<file path="src/rtl/apb_req_arbiter.sv">
`timescale 1ns/1ps
// apb_req_arbiter: round-robin arbiter that lets NUM_REQ requesters share a
// single APB master. The winning requester's fields drive the master's
// IN_* inputs. The arbiter watches the APB bus (PENABLE/PREADY/PSLVERR) to
// see when the transfer ends, and a transfer that stalls for TIMEOUT
// PENABLE cycles is aborted.
// Ports:
//   PCLK, PRESETn           clock, async active-low reset
//   REQ, REQ_*              per-requester request and packed fields (slice i = requester i)
//   GNT, DONE               one-hot grant, one-cycle completion pulse
//   RDATA, SLVERR, TOUT     result of the last completed or aborted transfer
//   Transfer, IN_*          command and fields for the APB master
//   PENABLE..PRDATA         bus monitor inputs
module apb_req_arbiter #(
    parameter int NUM_REQ       = 4,
    parameter int ADDRESS_WIDTH = 32,
    parameter int DATA_WIDTH    = 32,
    parameter int STRB_WIDTH    = 4,
    parameter int TIMEOUT       = 16
) (
    input  logic                             PCLK,
    input  logic                             PRESETn,
    input  logic [NUM_REQ-1:0]               REQ,
    input  logic [NUM_REQ*ADDRESS_WIDTH-1:0] REQ_ADDR,
    input  logic [NUM_REQ*DATA_WIDTH-1:0]    REQ_WDATA,
    input  logic [NUM_REQ-1:0]               REQ_WRITE,
    input  logic [NUM_REQ*STRB_WIDTH-1:0]    REQ_STRB,
    input  logic [NUM_REQ*3-1:0]             REQ_PROT,
    output logic [NUM_REQ-1:0]               GNT,
    output logic [NUM_REQ-1:0]               DONE,
    output logic [DATA_WIDTH-1:0]            RDATA,
    output logic                             SLVERR,
    output logic                             TOUT,
    output logic                             Transfer,
    output logic [ADDRESS_WIDTH-1:0]         IN_ADDR,
    output logic [DATA_WIDTH-1:0]            IN_DATA,
    output logic                             IN_WRITE,
    output logic [STRB_WIDTH-1:0]            IN_STRB,
    output logic [2:0]                       IN_PROT,
    input  logic                             PENABLE,
    input  logic                             PREADY,
    input  logic                             PSLVERR,
    input  logic [DATA_WIDTH-1:0]            PRDATA
);

    localparam int IW = (NUM_REQ > 1) ? $clog2(NUM_REQ) : 1;
    localparam int CW = $clog2(TIMEOUT + 1);
    localparam logic [NUM_REQ-1:0] ONE = NUM_REQ'(1);

    typedef enum logic [1:0] {IDLE, BUSY, COMPLETE} state_t;

    state_t          state, state_nxt;
    logic [IW-1:0]   winner, last_winner, pick, cand;
    logic            found;
    logic [CW-1:0]   cnt;
    logic            busy, complete, expire;

    logic [ADDRESS_WIDTH-1:0] addr_a  [NUM_REQ];
    logic [DATA_WIDTH-1:0]    wdata_a [NUM_REQ];
    logic [STRB_WIDTH-1:0]    strb_a  [NUM_REQ];
    logic [2:0]               prot_a  [NUM_REQ];

    for (genvar g = 0; g < NUM_REQ; g++) begin : g_unpack
        assign addr_a[g]  = REQ_ADDR[g*ADDRESS_WIDTH +: ADDRESS_WIDTH];
        assign wdata_a[g] = REQ_WDATA[g*DATA_WIDTH +: DATA_WIDTH];
        assign strb_a[g]  = REQ_STRB[g*STRB_WIDTH +: STRB_WIDTH];
        assign prot_a[g]  = REQ_PROT[g*3 +: 3];
    end

    assign busy     = (state == BUSY);
    assign complete = busy & PENABLE & (PREADY | PSLVERR);
    // a stall is only declared on a PENABLE cycle that did not complete
    assign expire   = busy & PENABLE & ~complete
                    & (cnt == CW'(TIMEOUT - 1));

    // round-robin: scan upward starting just after the last winner
    always_comb begin
        pick  = last_winner;
        cand  = last_winner;
        found = 1'b0;
        for (int k = 1; k <= NUM_REQ; k++) begin
            cand = IW'((int'(last_winner) + k) % NUM_REQ);
            if (!found && REQ[cand]) begin
                found = 1'b1;
                pick  = cand;
            end
        end
    end

    always_ff @(posedge PCLK or negedge PRESETn) begin
        if (!PRESETn) state <= IDLE;
        else          state <= state_nxt;
    end

    always_comb begin
        state_nxt = state;
        unique case (state)
            IDLE:     if (found) state_nxt = BUSY;
            BUSY:     if (complete || expire) state_nxt = COMPLETE;
            COMPLETE: state_nxt = IDLE;
            default:  state_nxt = IDLE;
        endcase
    end

    // Transfer falls in the ending cycle so the master does not start
    // another SETUP phase back-to-back
    always_comb begin
        Transfer = busy & ~complete & ~expire;
        IN_ADDR  = '0;
        IN_DATA  = '0;
        IN_WRITE = 1'b0;
        IN_STRB  = '0;
        IN_PROT  = '0;
        if (busy) begin
            IN_ADDR  = addr_a[winner];
            IN_DATA  = wdata_a[winner];
            IN_WRITE = REQ_WRITE[winner];
            IN_STRB  = strb_a[winner];
            IN_PROT  = prot_a[winner];
        end
    end

    always_ff @(posedge PCLK or negedge PRESETn) begin
        if (!PRESETn) begin
            winner      <= '0;
            last_winner <= IW'(NUM_REQ - 1);
            cnt         <= '0;
            GNT         <= '0;
            DONE        <= '0;
            RDATA       <= '0;
            SLVERR      <= 1'b0;
            TOUT        <= 1'b0;
        end else begin
            DONE <= '0;
            unique case (state)
                IDLE: begin
                    if (found) begin
                        winner <= pick;
                        GNT    <= ONE << pick;
                        cnt    <= '0;
                    end
                end
                BUSY: begin
                    if (complete) begin
                        GNT    <= '0;
                        DONE   <= ONE << winner;
                        if (!REQ_WRITE[winner]) RDATA <= PRDATA;
                        SLVERR <= PSLVERR;
                        TOUT   <= 1'b0;
                    end else if (expire) begin
                        GNT    <= '0;
                        DONE   <= ONE << winner;
                        RDATA  <= '0;
                        SLVERR <= 1'b1;
                        TOUT   <= 1'b1;
                    end else if (PENABLE) begin
                        cnt <= cnt + CW'(1);
                    end
                end
                COMPLETE: last_winner <= winner;
                default: ;
            endcase
        end
    end

endmodule

</file>
<file path="config.mk">
export PLATFORM = sky130hd
export DESIGN_NAME = apb_req_arbiter
export DESIGN_NICKNAME = d
export VERILOG_FILES = /design/src/rtl/apb_req_arbiter.sv
export SDC_FILE = /design/constraint.sdc
export NUM_CORES = 1
export LEC_CHECK = 0
export ABC_AREA = 1
export ABC_CLOCK_PERIOD_IN_PS = 1600
export CORE_AREA = 2 2 170 172
export DETAILED_ROUTE_END_ITERATION = 6
export DIE_AREA = 0 0 172 174
export GPL_TIMING_DRIVEN = 1
export HOLD_SLACK_MARGIN = 0.08
export MAX_ROUTING_LAYER = met4
export PLACE_DENSITY = 0.5
export SLEW_MARGIN = 20
export SYNTH_ARGS = -nofsm -noshare
export SYNTH_HDL_FRONTEND = slang
export SYNTH_SLANG_ARGS = --single-unit
export TNS_END_PERCENT = 50
</file>
<file path="constraint.sdc">
create_clock -name PCLK -period 1.6 [get_ports PCLK]
set_input_delay 0.48 -clock PCLK [delete_from_list [all_inputs] [get_ports PCLK]]
set_output_delay 0.48 -clock PCLK [all_outputs]
set_load 0.01 [all_outputs]
</file>
## Word-level counts from Yosys, hierarchy flattened

Cells that the tools add are included.

- Add/subtract/negate cells: 5
- $lt $le $gt $ge: 6
- Equal/unequal tests: 10
- Shift-type cells: 2
- Multiplexer cells: 56
- Bitwise gates (word level): 10
- Reduce and logical (&&, ||, !) cells: 16

Operators with widths:

| operator | count |
|---|---|
| 2-to-1 mux 32 bit | 9 |
| binary-select mux 32 bit (select 2 bit) | 2 |
| 2-to-1 mux 4 bit | 9 |
| 2-to-1 mux 5 bit | 4 |
| less-than comparator 2 x 3 -> 1 bit, second input constant | 5 |
| 2-to-1 mux 1 bit | 13 |
| 2-to-1 mux 2 bit | 6 |
| binary-select mux 1 bit (select 2 bit) | 5 |
| != test 2 bit, second input constant | 5 |
| one-hot mux 5 bit (2 select lines) | 1 |
| 2-to-1 mux 3 bit | 3 |
| binary-select mux 4 bit (select 2 bit) | 1 |
| one-hot mux 4 bit (2 select lines) | 1 |
| << shifter 1 x 2 -> 4 bit, first input constant | 2 |
| AND 1 bit | 6 |
| binary-select mux 3 bit (select 2 bit) | 1 |
| AND reduction 2 bit | 3 |
| AND reduction 3 bit | 2 |
| adder 5 x 1 -> 5 bit, second input constant | 1 |
| == test 5 x 4 -> 1 bit, second input constant | 1 |
| AND reduction 5 bit | 1 |
| adder 2 x 1 -> 2 bit, second input constant | 2 |
| adder 2 bit, second input constant | 2 |
| one-hot mux 2 bit (2 select lines) | 1 |
| other kinds (13) | 19 |

- Register bits after elaboration: 53
- Input port bits: 329
- Output and inout bits: 115

## Depth between registers and ports, before layout

Gate-level depths: netlist of run 1.

- Depth after elaboration: 16
- Gate-level depth with buffers: 13
- Mapped depth without buffers: 12

## Least setup slack after synthesis of run 1

No wires, ideal clock.

- Path kind: register to output
- Start point: reg winner[0]
- End point: out IN_DATA[10]
- Data arrival time: 1.333 ns
- Setup slack: -0.213 ns
- Cell stages (with the launch flop): 7
- Buffers on the path: 3
- Cells stage by stage: dfrtp_1 -> buf_6 -> inv_2 -> buf_2 -> buf_1 -> nand3_1 -> a31oi_1

- Word-level cells in the longest chain between the ends: 5

RTL lines:

| what | RTL line | RTL |
|---|---|---|
| from (decl) | 53 | `logic [IW-1:0] winner, last_winner, pick, cand;` |
| from (signal assigned) | 138 | `winner <= pick;` |
| NOT 2 -> 3 bit (not written as such) | 116 | `IN_DATA = wdata_a[winner];` |
| binary-select mux 32 bit (select 2 bit) | 116 |  |
| 2-to-1 mux 32 bit (not written as such) (2 in series) | 116 |  |
| 2-to-1 mux 32 bit | 114 | `if (busy) begin` |
| to (decl) | 36 | `output logic [DATA_WIDTH-1:0] IN_DATA,` |

Every way passes these cells. The select of a mux whose other input is x is not followed.

## Worst setup path after layout of run 1

- Start point: reg winner[0]
- End point: out IN_ADDR[26]

- Word-level cells in the longest chain between the ends: 5

RTL lines:

| what | RTL line | RTL |
|---|---|---|
| NOT 2 -> 3 bit (not written as such) | 115 | `IN_ADDR = addr_a[winner];` |
| binary-select mux 32 bit (select 2 bit) | 115 |  |
| 2-to-1 mux 32 bit (not written as such) (2 in series) | 115 |  |
| 2-to-1 mux 32 bit | 114 |  |
| to (decl) | 35 | `output logic [ADDRESS_WIDTH-1:0] IN_ADDR,` |

Every way passes these cells. The select of a mux whose other input is x is not followed.

==> insert_results.sql, run 1 <==
INSERT INTO impl_metrics (metric_group, metric, value, unit) VALUES
('sta', 'setup_viol_count_final', '112', ''),
('floorplan', 'rows', '62', ''),
('cts', 'clkTransAtPathRegs', '0.09', 'ns'),
('status', 'run_status', 'complete, but fails checks', ''),
('power', 'power.leakage', '0.004659', 'uW'),
('floorplan', 'core_area', '28240', 'um^2'),
('power', 'total_power', '19430', 'uW'),
('power', 'power.density', '1721', 'nW/um^2'),
('power', 'vdd_drop_max', '0.5652', 'mV'),
('sta', 'final.setup_skew', '0.01204', 'ns'),
('route', 'num_vias', '6867', ''),
('cts', 'cts_hold_buf', '0', ''),
('flow_run', 'cap_viol_max_count', '0', ''),
('place', 'finalWeightedCongestion', '0.9020', ''),
('finish', 'flow.area_growth_from_synthesis', '156.3', '%'),
('route', 'drtPass1Iterations', '5', ''),
('floorplan', 'initial_core_util', '15.60', '%'),
('sta', 'timing.final.max_slew_violations', '0', ''),
('synth', 'synth-seq-cells', '53', ''),
('sta', 'period_share', '145.1', '%'),
('cts', 'cts.sinks', '53', ''),
('cts', 'root_buffer', 'sky130_fd_sc_hd__clkbuf_16', ''),
('sta', 'finalHoldViolations', '0', ''),
('cts', 'tritoncts_clock_tree', 'yes', ''),
('floorplan', 'die_y_extent', '174', 'um'),
('sta', 'worst_case_setup_margin_in_the_final_layout', '-0.7215', 'ns'),
('floorplan', 'boundaryPins', '444', ''),
('synth', 'avgSynthCellArea', '7.454', 'um^2'),
('finish', 'final_net_count', '1430', ''),
('place', 'place_hpwl', '23.07', 'mm'),
('worst_setup_path', 'path_max_fanout', '7', ''),
('floorplan', 'design.die.area', '29930', 'um^2'),
('route', 'drt_wl_total', '31.57', 'mm'),
('sta', 'worst_slack_on_hold_paths', '0.1666', 'ns'),
('sta', 'totalNegativeSetupSlack', '-61.63', 'ns'),
('synth', 'netlist_instances', '591', ''),
('route', 'final_antenna_net_count', '0', ''),
('worst_setup_path', 'ff2ff_path_depth', '10', ''),
('cts', 'h-tree-depth', '2', ''),
('worst_setup_path', 'critical-path-max-stage-delay', '0.57', 'ns'),
('global_route', 'grt_start_max_net_pins', '34', ''),
('place', 'placed_cells', '1438', ''),
('floorplan', 'floorplan.die.width', '172', 'um'),
('finish', 'post_route_cells_drive_above_1_share', '36.00', '%'),
('status', 'failing_checks', 'setup timing', ''),
('sta', 'maxClockFrequency', '0.4308', 'GHz'),
('cts', 'clock_path_buffers', '2', ''),
('worst_setup_path', 'worst-setup-path-type', 'reg2out', ''),
('synth', 'synth_cell_types', '35', ''),
('worst_setup_path', 'reg2reg_from', 'winner[0]$_DFFE_PN0P_', ''),
('hold_path', 'type_of_the_most_critical_hold_path', 'in2async', ''),
('route', 'initialDrtViolationCount', '328', ''),
('sta', 'slew_of_the_pin_with_the_lowest_slew_margin', '0.4313', 'ns'),
('global_route', 'grt_pass1_wl', '44.21', 'mm'),
('global_route', 'grt_overflow_total', '0', ''),
('worst_setup_path', 'timing.critical_path.to_type', 'primary output', ''),
('finish', 'n_fill_cell', '2897', ''),
('synth', 'yosysWarnings', '0', ''),
('sta', 'final_period_minus_worst_setup_slack', '2.322', 'ns'),
('worst_setup_path', 'critPathArrivalTime', '1.84', 'ns'),
('worst_setup_path', 'rrSetupSlack', '-0.46', 'ns'),
('worst_setup_path', 'critical_path_start', 'winner[0]$_DFFE_PN0P_', ''),
('global_route', 'antenna_found_initial', '2', ''),
('synth', 'synth-async-reset-ratio', '100.0', '%'),
('sta', 'max-slew-margin-rel', '71.24', '%'),
('global_route', 'grt_pass1_vias', '7134', ''),
('worst_setup_path', 'worst_setup_path_start_kind', 'flop', ''),
('route', 'detail_route.vias_per_cell', '4.621', ''),
('synth', 'number_of_flops_mapped_to_enable_cells_by_yosys', '0', ''),
('worst_setup_path', 'slowest_stage', 'sky130_fd_sc_hd__dfrtp_4', ''),
('global_route', 'globalRouteTotalUtil', '20.29', '%');
[kinds of logic (layout without fill, tap and decap cells)]
kind of cell / after synthesis / after routing / share of synthesized area, %
buf+inv: 80 / 589 / 8.378
other cells: 0 / 2 / 0
flops: 53 / 53 / 30.16
compound gates: 188 / 188 / 30.62
simple gates: 268 / 268 / 30.28
fa+ha+maj: 2 / 2 / 0.5679
[cells in the mapped netlist, types with 4 or more instances]
library cell	n	share of area (%)
sky130_fd_sc_hd__clkbuf_1	36	3.1
sky130_fd_sc_hd__nor2_1	11	0.94
sky130_fd_sc_hd__a31oi_1	71	10
sky130_fd_sc_hd__nand2_2	10	1.4
sky130_fd_sc_hd__o21ai_0	6	0.68
sky130_fd_sc_hd__buf_6	6	1.5
sky130_fd_sc_hd__o21ai_1	4	0.45
sky130_fd_sc_hd__a22o_1	32	6.4
sky130_fd_sc_hd__buf_2	12	1.4
sky130_fd_sc_hd__a22oi_1	71	12
sky130_fd_sc_hd__nand2_1	69	5.9
sky130_fd_sc_hd__inv_2	6	0.51
sky130_fd_sc_hd__nand3_1	157	18
sky130_fd_sc_hd__buf_1	8	0.68
sky130_fd_sc_hd__dfrtp_1	51	29
sky130_fd_sc_hd__inv_1	8	0.68
[flip-flops by register name (all words and copies together) (netlist names)]
signal	flops
cnt	5
RDATA	32
winner	2
TOUT	1
SLVERR	1
DONE	4
GNT	4
state	2
last_winner	2
[metrics by stage]
stage	instance area [um^2]	setup slack (ns)	utilization (%)
2_1_floorplan	4985	-0.03342	-
4_1_cts	11070	-0.7872	39.21
3_3_place_gp	10330	-0.9224	36.58
3_5_place_dp	10330	-0.9361	36.58
5_1_grt	11290	-0.7983	39.99
6_report	11290	-0.7215	39.99
[layout by cell type, fill, tap and decap left out, types with 6 or more instances in the layout]
| cell | n |
|---|---|
| sky130_fd_sc_hd__nand2_2 | 16 |
| sky130_fd_sc_hd__dlymetal6s2s_1 | 15 |
| sky130_fd_sc_hd__buf_4 | 72 |
| sky130_fd_sc_hd__clkdlybuf4s15_2 | 7 |
| sky130_fd_sc_hd__nor2_2 | 6 |
| sky130_fd_sc_hd__nand2_1 | 60 |
| sky130_fd_sc_hd__inv_1 | 8 |
| sky130_fd_sc_hd__a22oi_1 | 19 |
| sky130_fd_sc_hd__buf_2 | 59 |
| sky130_fd_sc_hd__dlygate4sd2_1 | 27 |
| sky130_fd_sc_hd__nand2_4 | 6 |
| sky130_fd_sc_hd__buf_12 | 31 |
| sky130_fd_sc_hd__clkdlybuf4s50_1 | 327 |
| sky130_fd_sc_hd__buf_6 | 16 |
| sky130_fd_sc_hd__a31oi_2 | 67 |
| sky130_fd_sc_hd__nand3_2 | 13 |
| sky130_fd_sc_hd__nand3_1 | 146 |
| sky130_fd_sc_hd__a22o_1 | 32 |
| sky130_fd_sc_hd__a22oi_2 | 52 |
| sky130_fd_sc_hd__dfrtp_1 | 49 |
| sky130_fd_sc_hd__clkbuf_16 | 7 |
[metal layers]
metal	part of all wire, %	global-route usage, %	vias to the layer above
li1	-	-	3271
met1	41	24.33	3241
met2	49	35.29	325
met3	7.6	3.962	30
met4	1.7	3.887	0
met5	0	-	-
[layout make-up]
type	instances	area [um^2]	share of cell area, %
Timing Repair Buffer	564	5658	50.11
Multi-Input combinational cell	458	3560	31.52
Sequential cell	53	1336	11.83
Tap cell	384	480.5	4.255
Clock buffer	5	125.1	1.108
Inverter	17	98.84	0.8753
Clock inverter	3	28.78	0.2548
Antenna cell	2	5.005	0.04432
[timing repair]
action / in CTS / in global routing
hold endpoints to repair: 0 / 0
pin swaps: 23 / 17
setup buffers: 20 / 10
endpoints found under the setup margin: 164 / 138
resized for setup: 398 / 72
gates cloned: 9 / 2
[worst max path at each step]
| stage | to | depth (start not counted) |
|---|---|---|
| 2_1_floorplan | IN_ADDR[31] | 4 |
| 3_3_place_gp | IN_WRITE | 6 |
| 3_5_place_dp | IN_WRITE | 6 |
| 4_1_cts | IN_DATA[13] | 6 |
| 5_1_grt | IN_STRB[0] | 7 |
| 6_report | IN_ADDR[26] | 7 |
[power by group]
part	switching [uW]	internal, uW	leakage, uW
registers	389	1880	0.000678
clock network	587	603	0.0000763
logic	8250	7720	0.00390
total	9230	10200	0.00466
[worst max-delay path: cells and delay by family, from the launching register on]
family / cells / cell delay [ns]
compound gates: 2 / 0.24
flops: 1 / 0.57
simple gates: 1 / 0.18
buf+inv: 4 / 0.55
No activity file was read; power rests on OpenSTA's default activity.
==> run 2: changes to the inputs <==
--- a/config.mk
+++ b/config.mk
@@ -6,14 +6,14 @@
 export NUM_CORES = 1
 export LEC_CHECK = 0
 export ABC_AREA = 1
-export ABC_CLOCK_PERIOD_IN_PS = 1600
-export CORE_AREA = 2 2 170 172
+export ABC_CLOCK_PERIOD_IN_PS = 2450
+export CORE_AREA = 2 2 172 174
 export DETAILED_ROUTE_END_ITERATION = 6
-export DIE_AREA = 0 0 172 174
+export DIE_AREA = 0 0 174 176
 export GPL_TIMING_DRIVEN = 1
 export HOLD_SLACK_MARGIN = 0.08
 export MAX_ROUTING_LAYER = met4
-export PLACE_DENSITY = 0.5
+export PLACE_DENSITY = 0.48
 export SLEW_MARGIN = 20
 export SYNTH_ARGS = -nofsm -noshare
 export SYNTH_HDL_FRONTEND = slang
==> constraint.sdc (replaced) <==
create_clock -name PCLK -period 2.45 [get_ports PCLK]
set_input_delay 0.735 -clock PCLK [delete_from_list [all_inputs] [get_ports PCLK]]
set_output_delay 0.735 -clock PCLK [all_outputs]
set_load 0.01 [all_outputs]
==> run 2 against run 1 <==
Against the previous run:
- the run still ends with setup timing left
- sequential cell count is the same
- core utilization fell by 4.2 points
- hold slack gained 0.29 ns
- largest power group unchanged
- largest cell class unchanged
- critical endpoint is now IN_DATA[28]
==> insert_results.sql, run 2 (same netlist as run 1, synthesis figures left out) <==
INSERT INTO impl_metrics (metric_group, metric, value, unit) VALUES
('status', 'run_status', 'complete, but fails checks', ''),
('status', 'failing_checks', 'setup timing', ''),
('worst_setup_path', 'ff2ff_path_depth', '9', ''),
('finish', 'n_fill_cell', '3029', ''),
('power', 'power.net_switching', '5324', 'uW'),
('route', 'final_antenna_net_count', '0', ''),
('global_route', 'grt_pass1_wl', '40.21', 'mm'),
('sta', 'worst_case_setup_margin_in_the_final_layout', '-0.1649', 'ns'),
('power', 'power_frac_comb', '80.7', '%'),
('worst_setup_path', 'rrSetupSlack', '0.10', 'ns'),
('cts', 'h-tree-depth', '2', ''),
('floorplan', 'core_area', '28550', 'um^2'),
('finish', 'post_route_cells_drive_above_1_share', '23.19', '%'),
('sta', 'final_period_minus_worst_setup_slack', '2.615', 'ns'),
('finish', 'layout_common_cells', 'sky130_fd_sc_hd__clkdlybuf4s50_1 (368), sky130_fd_sc_hd__nand3_1 (145), sky130_fd_sc_hd__nand2_1 (68)', ''),
('flow_run', 'cap_viol_max_count', '0', ''),
('route', 'initialDrtViolationCount', '379', ''),
('global_route', 'grt_pass1_vias', '6653', ''),
('power', 'power.leakage', '0.004088', 'uW'),
('worst_setup_path', 'critical-path-max-stage-delay', '0.51', 'ns'),
('worst_setup_path', 'slowest_stage', 'sky130_fd_sc_hd__dfrtp_4', ''),
('sta', 'timing.final.max_slew_violations', '0', ''),
('sta', 'finalHoldViolations', '0', ''),
('worst_setup_path', 'worstReg2RegEnd', 'RDATA[5]$_DFFE_PN0P_', ''),
('place', 'io_buffers', '443', ''),
('sta', 'final.setup_skew', '0.008322', 'ns'),
('finish', 'largest-register', 'RDATA', ''),
('route', 'detail_route.vias_per_cell', '4.651', ''),
('route', 'drtPass1Iterations', '5', ''),
('route', 'drt_wl_total', '29.24', 'mm'),
('sta', 'setup_viol_count_final', '71', ''),
('worst_setup_path', 'timing.critical_path.required', '1.71', 'ns'),
('cts', 'root_buffer', 'sky130_fd_sc_hd__clkbuf_16', ''),
('hold_path', 'type_of_the_most_critical_hold_path', 'in2async', ''),
('power', 'power_switching_share', '47.59', '%'),
('cts', 'clock_path_buffers', '2', ''),
('power', 'vdd_drop_max', '0.3342', 'mV'),
('worst_setup_path', 'critPathArrivalTime', '1.88', 'ns'),
('finish', 'reg_top3', 'RDATA (32), cnt (5)', ''),
('place', 'finalWeightedCongestion', '0.8476', ''),
('cts', 'clk_lat_worst_skew', '0.29', 'ns'),
('worst_setup_path', 'worst_setup_path_start_kind', 'flop', ''),
('place', 'placedInstanceArea', '9663', 'um^2'),
('worst_setup_path', 'timing.critical_path.to_type', 'primary output', ''),
('sta', 'maxClockFrequency', '0.3824', 'GHz'),
('floorplan', 'floorplan.die.width', '174', 'um'),
('cts', 'clkTransAtPathRegs', '0.07', 'ns'),
('route', 'number_of_design_rule_violations_left_after_detail_routing', '0', ''),
('worst_setup_path', 'critPathMostFrequentCell', 'sky130_fd_sc_hd__buf_12', ''),
('cts', 'numCtsBuffers', '5', ''),
('power', 'power.density', '1095', 'nW/um^2'),
('finish', 'non_filler_cells_final', '1451', ''),
('cts', 'tritoncts_clock_tree', 'yes', ''),
('floorplan', 'rows', '62', ''),
('floorplan', 'initial_core_util', '15.43', '%'),
('power', 'clkPwrFrac', '6.1', '%'),
('finish', 'largest_reg_flops', '32', ''),
('route', 'num_vias', '6749', ''),
('power', 'power.sequential.fraction', '13.2', '%'),
('floorplan', 'die_y_extent', '176', 'um'),
('place', 'placed_cells', '1415', ''),
('cts', 'cts.sinks', '53', ''),
('sta', 'max-slew-margin-rel', '42.41', '%'),
('cts', 'cts_hold_buf', '0', ''),
('worst_setup_path', 'path_max_fanout', '8', ''),
('route', 'routed_wire_length_per_instance', '20.15', 'um'),
('finish', 'flow.area_growth_from_synthesis', '132.0', '%'),
('worst_setup_path', 'worst-setup-path-type', 'reg2out', ''),
('power', 'p_int', '5862', 'uW'),
('finish', 'most_common_cell_after_layout_fill_and_taps_aside', 'sky130_fd_sc_hd__clkdlybuf4s50_1', ''),
('sta', 'totalNegativeSetupSlack', '-6.348', 'ns'),
('global_route', 'globalRouteTotalUtil', '17.43', '%'),
('place', 'place_hpwl', '21.80', 'mm'),
('sta', 'period_share', '106.7', '%'),
('floorplan', 'boundaryPins', '444', ''),
('finish', 'final_net_count', '1395', ''),
('finish', 'fin_util', '35.80', '%'),
('floorplan', 'design.die.area', '30620', 'um^2'),
('finish', 'finalInstanceArea', '10220', 'um^2'),
('sta', 'slew_of_the_pin_with_the_lowest_slew_margin', '0.8606', 'ns'),
('global_route', 'antenna_found_initial', '2', ''),
('sta', 'rsz0062_at_grt', 'yes', ''),
('worst_setup_path', 'cp_cell_sequence', 'buf_12 > nor2_8 > buf_12 > a22oi_2 > a31oi_2 > buf_2', ''),
('global_route', 'grt_overflow_total', '0', ''),
('worst_setup_path', 'reg2reg_from', 'winner[1]$_DFFE_PN0P_', ''),
('global_route', 'grt_start_max_net_pins', '57', '');
-- run 2: cell count changes in the layout (fill, tap and decap cells not counted), moves of 6 or more --
| cell | change |
|---|---|
| sky130_fd_sc_hd__a22oi_1 | +30 |
| sky130_fd_sc_hd__a22oi_2 | -30 |
| sky130_fd_sc_hd__a31oi_1 | +63 |
| sky130_fd_sc_hd__a31oi_2 | -62 |
| sky130_fd_sc_hd__buf_12 | -16 |
| sky130_fd_sc_hd__buf_2 | +7 |
| sky130_fd_sc_hd__buf_4 | -26 |
| sky130_fd_sc_hd__clkdlybuf4s15_2 | -7 |
| sky130_fd_sc_hd__clkdlybuf4s50_1 | +41 |
| sky130_fd_sc_hd__dlygate4sd2_1 | -26 |
| sky130_fd_sc_hd__dlymetal6s2s_1 | -15 |
| sky130_fd_sc_hd__nand2_1 | +8 |
| sky130_fd_sc_hd__nand2_2 | -6 |
| sky130_fd_sc_hd__nor2_1 | +6 |
-- run 2: area by class of cell --
class,count,area (um^2),area share [%]
multi-input combinational,458,2960,28.97
tap,384,480.5,4.702
antenna,2,5.005,0.04898
sequential,53,1334,13.05
clock buffer,7,132.6,1.298
inverter,17,73.82,0.7224
clock inverter,1,7.507,0.07347
timing repair buffer,529,5225,51.13
-- run 2: per-stage QoR --
stage | hold slack (ns) | setup slack, ns | power (uW)
final | 0.4538 | -0.1649 | 11190
after global routing | 0.4934 | -0.2244 | 11940
after CTS | 0.4675 | -0.2148 | 10600
after detailed placement | 0.4686 | -0.7146 | 9763
after global placement | 0.4547 | -0.7421 | 9796
after floorplan | 0.4394 | 0.3396 | 5310
-- run 2: power groups by stage --
stage	logic (uW)	registers (uW)	clock network (uW)
CTS	8400	1480	718
detailed placement	8270	1490	0
global placement	8320	1480	0
global route	9660	1540	738
finish	9030	1470	685
floorplan	3790	1520	0
-- run 2: worst max-delay path, delay by kind of cell (launching register included) --
| family | cells | cell delay [ns] |
|---|---|---|
| flops | 1 | 0.51 |
| compound gates | 2 | 0.36 |
| simple gates | 1 | 0.18 |
| buf+inv | 3 | 0.52 |
-- run 2: how the worst max path moves through the flow --
| stage | slack [ns] | cells past startpoint | endpoint | from |
|---|---|---|---|---|
| after floorplan | 0.34 | 3 | Transfer | PSLVERR |
| after global placement | -0.74 | 5 | IN_DATA[30] | REQ_WDATA[30] |
| after detailed placement | -0.71 | 5 | IN_DATA[30] | REQ_WDATA[30] |
| after CTS | -0.21 | 7 | IN_DATA[27] | winner[1]$_DFFE_PN0P_ |
| after global routing | -0.22 | 7 | IN_DATA[30] | winner[1]$_DFFE_PN0P_ |
| final | -0.16 | 6 | IN_DATA[28] | winner[1]$_DFFE_PN0P_ |
-- run 2: repair_timing --
item | 4_1_cts | 5_1_grt
endpoints found under the hold margin | 0 | 0
pin swaps | 11 | 37
endpoints found under the setup margin | 73 | 105
setup buffers | 6 | 8
gates resized for setup | 356 | 50
gates cloned | 5 | 10
-- run 2: routing by layer --
metal / up-vias / wire (um) / global-route usage (%)
li1: 3198 / - / -
met1: 3158 / 11830 / 20.60
met2: 354 / 14500 / 30.33
met3: 39 / 2274 / 3.790
met4: 0 / 626 / 3.992
met5: - / 0 / -
==> run 3: changes to the inputs <==
--- a/config.mk
+++ b/config.mk
@@ -8,9 +8,10 @@
 export ABC_AREA = 1
 export ABC_CLOCK_PERIOD_IN_PS = 2450
 export CORE_AREA = 2 2 172 174
+export CTS_BUF_LIST = sky130_fd_sc_hd__clkbuf_16
 export DETAILED_ROUTE_END_ITERATION = 6
 export DIE_AREA = 0 0 174 176
-export GPL_TIMING_DRIVEN = 1
+export GPL_TIMING_DRIVEN = 0
 export HOLD_SLACK_MARGIN = 0.08
 export MAX_ROUTING_LAYER = met4
 export PLACE_DENSITY = 0.48
==> run 3 against run 2 <==
Against the previous run:
- the flow still finishes with violations (setup timing)
- register-to-register slack better by 0.37 ns
- sequential power shrank 5%
- clock power is 5.1% higher
- critical path depth rose by 3
- core utilization rose by 0.85 points
- design area is 2.4% higher
- die area did not move
- clock skew is 0.0021 ns higher
- sequential cell count did not move
- highest routed layer unchanged
==> insert_results.sql, run 3 (same netlist as run 1, synthesis figures left out) <==
INSERT INTO impl_metrics (metric_group, metric, value, unit) VALUES
('status', 'run_status', 'complete, but fails checks', ''),
('status', 'failing_checks', 'setup timing', ''),
('cts', 'clkTransAtPathRegs', '0.07', 'ns'),
('sta', 'final.setup_skew', '0.01043', 'ns'),
('worst_setup_path', 'worst-setup-path-type', 'reg2out', ''),
('finish', 'post_route_cells_drive_above_1_share', '24.91', '%'),
('floorplan', 'initial_core_util', '15.43', '%'),
('power', 'total_power', '11700', 'uW'),
('worst_setup_path', 'timing.critical_path.required', '1.71', 'ns'),
('place', 'io_buffers', '443', ''),
('route', 'drtPass1Iterations', '5', ''),
('sta', 'slew_of_the_pin_with_the_lowest_slew_margin', '0.6816', 'ns'),
('route', 'number_of_design_rule_violations_left_after_detail_routing', '0', ''),
('power', 'vdd_drop_max', '0.3809', 'mV'),
('sta', 'final_period_minus_worst_setup_slack', '2.616', 'ns'),
('finish', 'fin_util', '36.65', '%'),
('floorplan', 'core_area', '28550', 'um^2'),
('route', 'drt_wl_total', '31.56', 'mm'),
('worst_setup_path', 'critPathArrivalTime', '1.88', 'ns'),
('finish', 'multiInputGateArea', '2962', 'um^2'),
('global_route', 'grt_pass1_vias', '6908', ''),
('place', 'placedInstanceArea', '9318', 'um^2'),
('global_route', 'grt_overflow_total', '0', ''),
('finish', 'finalInstanceArea', '10460', 'um^2'),
('sta', 'maxClockFrequency', '0.3823', 'GHz'),
('worst_setup_path', 'critical_path_start', 'winner[1]$_DFFE_PN0P_', ''),
('global_route', 'globalRouteTotalUtil', '19.04', '%'),
('sta', 'worst_case_setup_margin_in_the_final_layout', '-0.1657', 'ns'),
('finish', 'final_net_count', '1422', ''),
('sta', 'max-slew-margin-rel', '54.56', '%'),
('hold_path', 'type_of_the_most_critical_hold_path', 'in2async', ''),
('sta', 'rsz0062_at_grt', 'yes', ''),
('global_route', 'antenna_found_initial', '2', ''),
('floorplan', 'design.die.area', '30620', 'um^2'),
('cts', 'cts.sinks', '53', ''),
('global_route', 'grt_start_max_net_pins', '54', ''),
('finish', 'reg_top3', 'RDATA (32), cnt (5)', ''),
('worst_setup_path', 'worst_setup_path_start_kind', 'flop', ''),
('cts', 'tritoncts_clock_tree', 'yes', ''),
('cts', 'h-tree-depth', '2', ''),
('finish', 'layout_common_cells', 'sky130_fd_sc_hd__clkdlybuf4s50_1 (360), sky130_fd_sc_hd__nand3_1 (152), sky130_fd_sc_hd__buf_2 (69)', ''),
('finish', 'flow.area_growth_from_synthesis', '137.5', '%'),
('finish', 'n_fill_cell', '3021', ''),
('place', 'place_hpwl', '24.50', 'mm'),
('power', 'power.leakage', '0.004268', 'uW'),
('sta', 'finalHoldViolations', '0', ''),
('floorplan', 'rows', '62', ''),
('cts', 'numCtsBuffers', '5', ''),
('sta', 'timing.final.max_slew_violations', '0', ''),
('route', 'num_vias', '6983', ''),
('worst_setup_path', 'reg2reg_from', 'winner[1]$_DFFE_PN0P_', ''),
('sta', 'period_share', '106.8', '%'),
('worst_setup_path', 'path_max_fanout', '5', ''),
('cts', 'cts_hold_buf', '0', ''),
('sta', 'setup_viol_count_final', '59', ''),
('flow_run', 'cap_viol_max_count', '0', ''),
('finish', 'largest-register', 'RDATA', ''),
('route', 'final_antenna_net_count', '0', ''),
('finish', 'final-seq-area', '1329', 'um^2'),
('place', 'placed_cells', '1418', ''),
('route', 'routed_wire_length_per_instance', '21.35', 'um'),
('floorplan', 'die_y_extent', '176', 'um'),
('cts', 'root_buffer', 'sky130_fd_sc_hd__clkbuf_16', ''),
('cts', 'clk_lat_worst_skew', '0.29', 'ns'),
('finish', 'most_common_cell_after_layout_fill_and_taps_aside', 'sky130_fd_sc_hd__clkdlybuf4s50_1', ''),
('place', 'finalWeightedCongestion', '0.8881', ''),
('global_route', 'grt_pass1_wl', '43.25', 'mm'),
('floorplan', 'boundaryPins', '444', ''),
('power', 'power.density', '1118', 'nW/um^2'),
('cts', 'clock_path_buffers', '2', ''),
('route', 'initialDrtViolationCount', '416', ''),
('worst_setup_path', 'timing.critical_path.to_type', 'primary output', ''),
('floorplan', 'floorplan.die.width', '174', 'um'),
('finish', 'non_filler_cells_final', '1478', ''),
('finish', 'largest_reg_flops', '32', ''),
('route', 'detail_route.vias_per_cell', '4.725', '');
[run 3: cell count changes in the layout (fill, tap and decap cells not counted), moves of 4 or more]
| cell | delta |
|---|---|
| sky130_fd_sc_hd__clkbuf_16 | +5 |
| sky130_fd_sc_hd__buf_12 | -4 |
| sky130_fd_sc_hd__buf_16 | -5 |
| sky130_fd_sc_hd__clkbuf_4 | +4 |
| sky130_fd_sc_hd__dlygate4sd2_1 | +6 |
| sky130_fd_sc_hd__clkbuf_8 | +7 |
| sky130_fd_sc_hd__nand3_1 | +7 |
| sky130_fd_sc_hd__nand3_2 | -5 |
| sky130_fd_sc_hd__buf_6 | +5 |
| sky130_fd_sc_hd__clkbuf_2 | +4 |
| sky130_fd_sc_hd__clkdlybuf4s50_1 | -8 |
| sky130_fd_sc_hd__buf_8 | +8 |
[run 3: path summary, 6_finish.rpt]
check	cells past startpoint	end	slack, ns
min	1	RDATA[17]$_DFFE_PN0P_	0.48
min reg2reg	2	TOUT$_DFFE_PN0P_	0.48
max	9	IN_DATA[8]	-0.17
max reg2reg	10	RDATA[19]$_DFFE_PN0P_	0.47
min in group PCLK	2	TOUT$_DFFE_PN0P_	0.48
max in group asynchronous	1	RDATA[15]$_DFFE_PN0P_	1.51
[run 3: layout make-up]
cell class | instances | share of cell area (%)
repair buffers | 497 | 45.11
flip-flops and latches | 53 | 12.70
repair inverters | 1 | 0.05979
diodes | 2 | 0.04784
clock buffers | 5 | 1.196
multi-input cells | 459 | 28.31
inverters | 17 | 0.7534
plain buffers | 57 | 6.984
well taps | 384 | 4.592
clock inverters | 3 | 0.2511
[run 3: report_power, final]
group	internal, uW	switching [uW]	leakage (uW)
Combinational	4560	5010	0.00352
Clock	386	334	0.0000680
Sequential	1210	186	0.000680
Total	6160	5530	0.00427
[run 3: worst max-delay path: stages, from the launching register on]
cell and delay, ns:
sky130_fd_sc_hd__dfrtp_1 0.42, sky130_fd_sc_hd__buf_12 0.16, sky130_fd_sc_hd__nor2_4 0.06, sky130_fd_sc_hd__buf_12 0.12, sky130_fd_sc_hd__buf_8 0.11, sky130_fd_sc_hd__buf_6 0.12
sky130_fd_sc_hd__buf_6 0.11, sky130_fd_sc_hd__a22oi_2 0.23, sky130_fd_sc_hd__a31oi_1 0.11, sky130_fd_sc_hd__buf_2 0.15
[run 3: timing repair]
| item | 4_1_cts | 5_1_grt |
|---|---|---|
| setup endpoints to repair | 73 | 73 |
| setup buffers | 17 | 28 |
| resized for setup | 455 | 128 |
| gates cloned | 2 | 9 |
| pin swaps | 16 | 29 |
[run 3: metrics by stage]
step	setup slack, ns	hold WS [ns]	TNS [ns]
2_1_floorplan	0.3396	0.4394	0
3_3_place_gp	-1.069	0.4634	-99.15
3_5_place_dp	-0.7322	0.4620	-40.45
4_1_cts	-0.2120	0.4819	-5.955
5_1_grt	-0.2098	0.5106	-8.326
6_report	-0.1657	0.4761	-2.954
[run 3: metal layers]
metal | vias up | wire [um] | global-route usage, % | part of all wire [%]
li1 | 3267 | - | - | -
met5 | - | 0 | - | 0
met4 | 0 | 409 | 3.221 | 1.3
met2 | 343 | 15820 | 32.70 | 50
met1 | 3350 | 12760 | 23.02 | 40
met3 | 23 | 2573 | 4.565 | 8.2
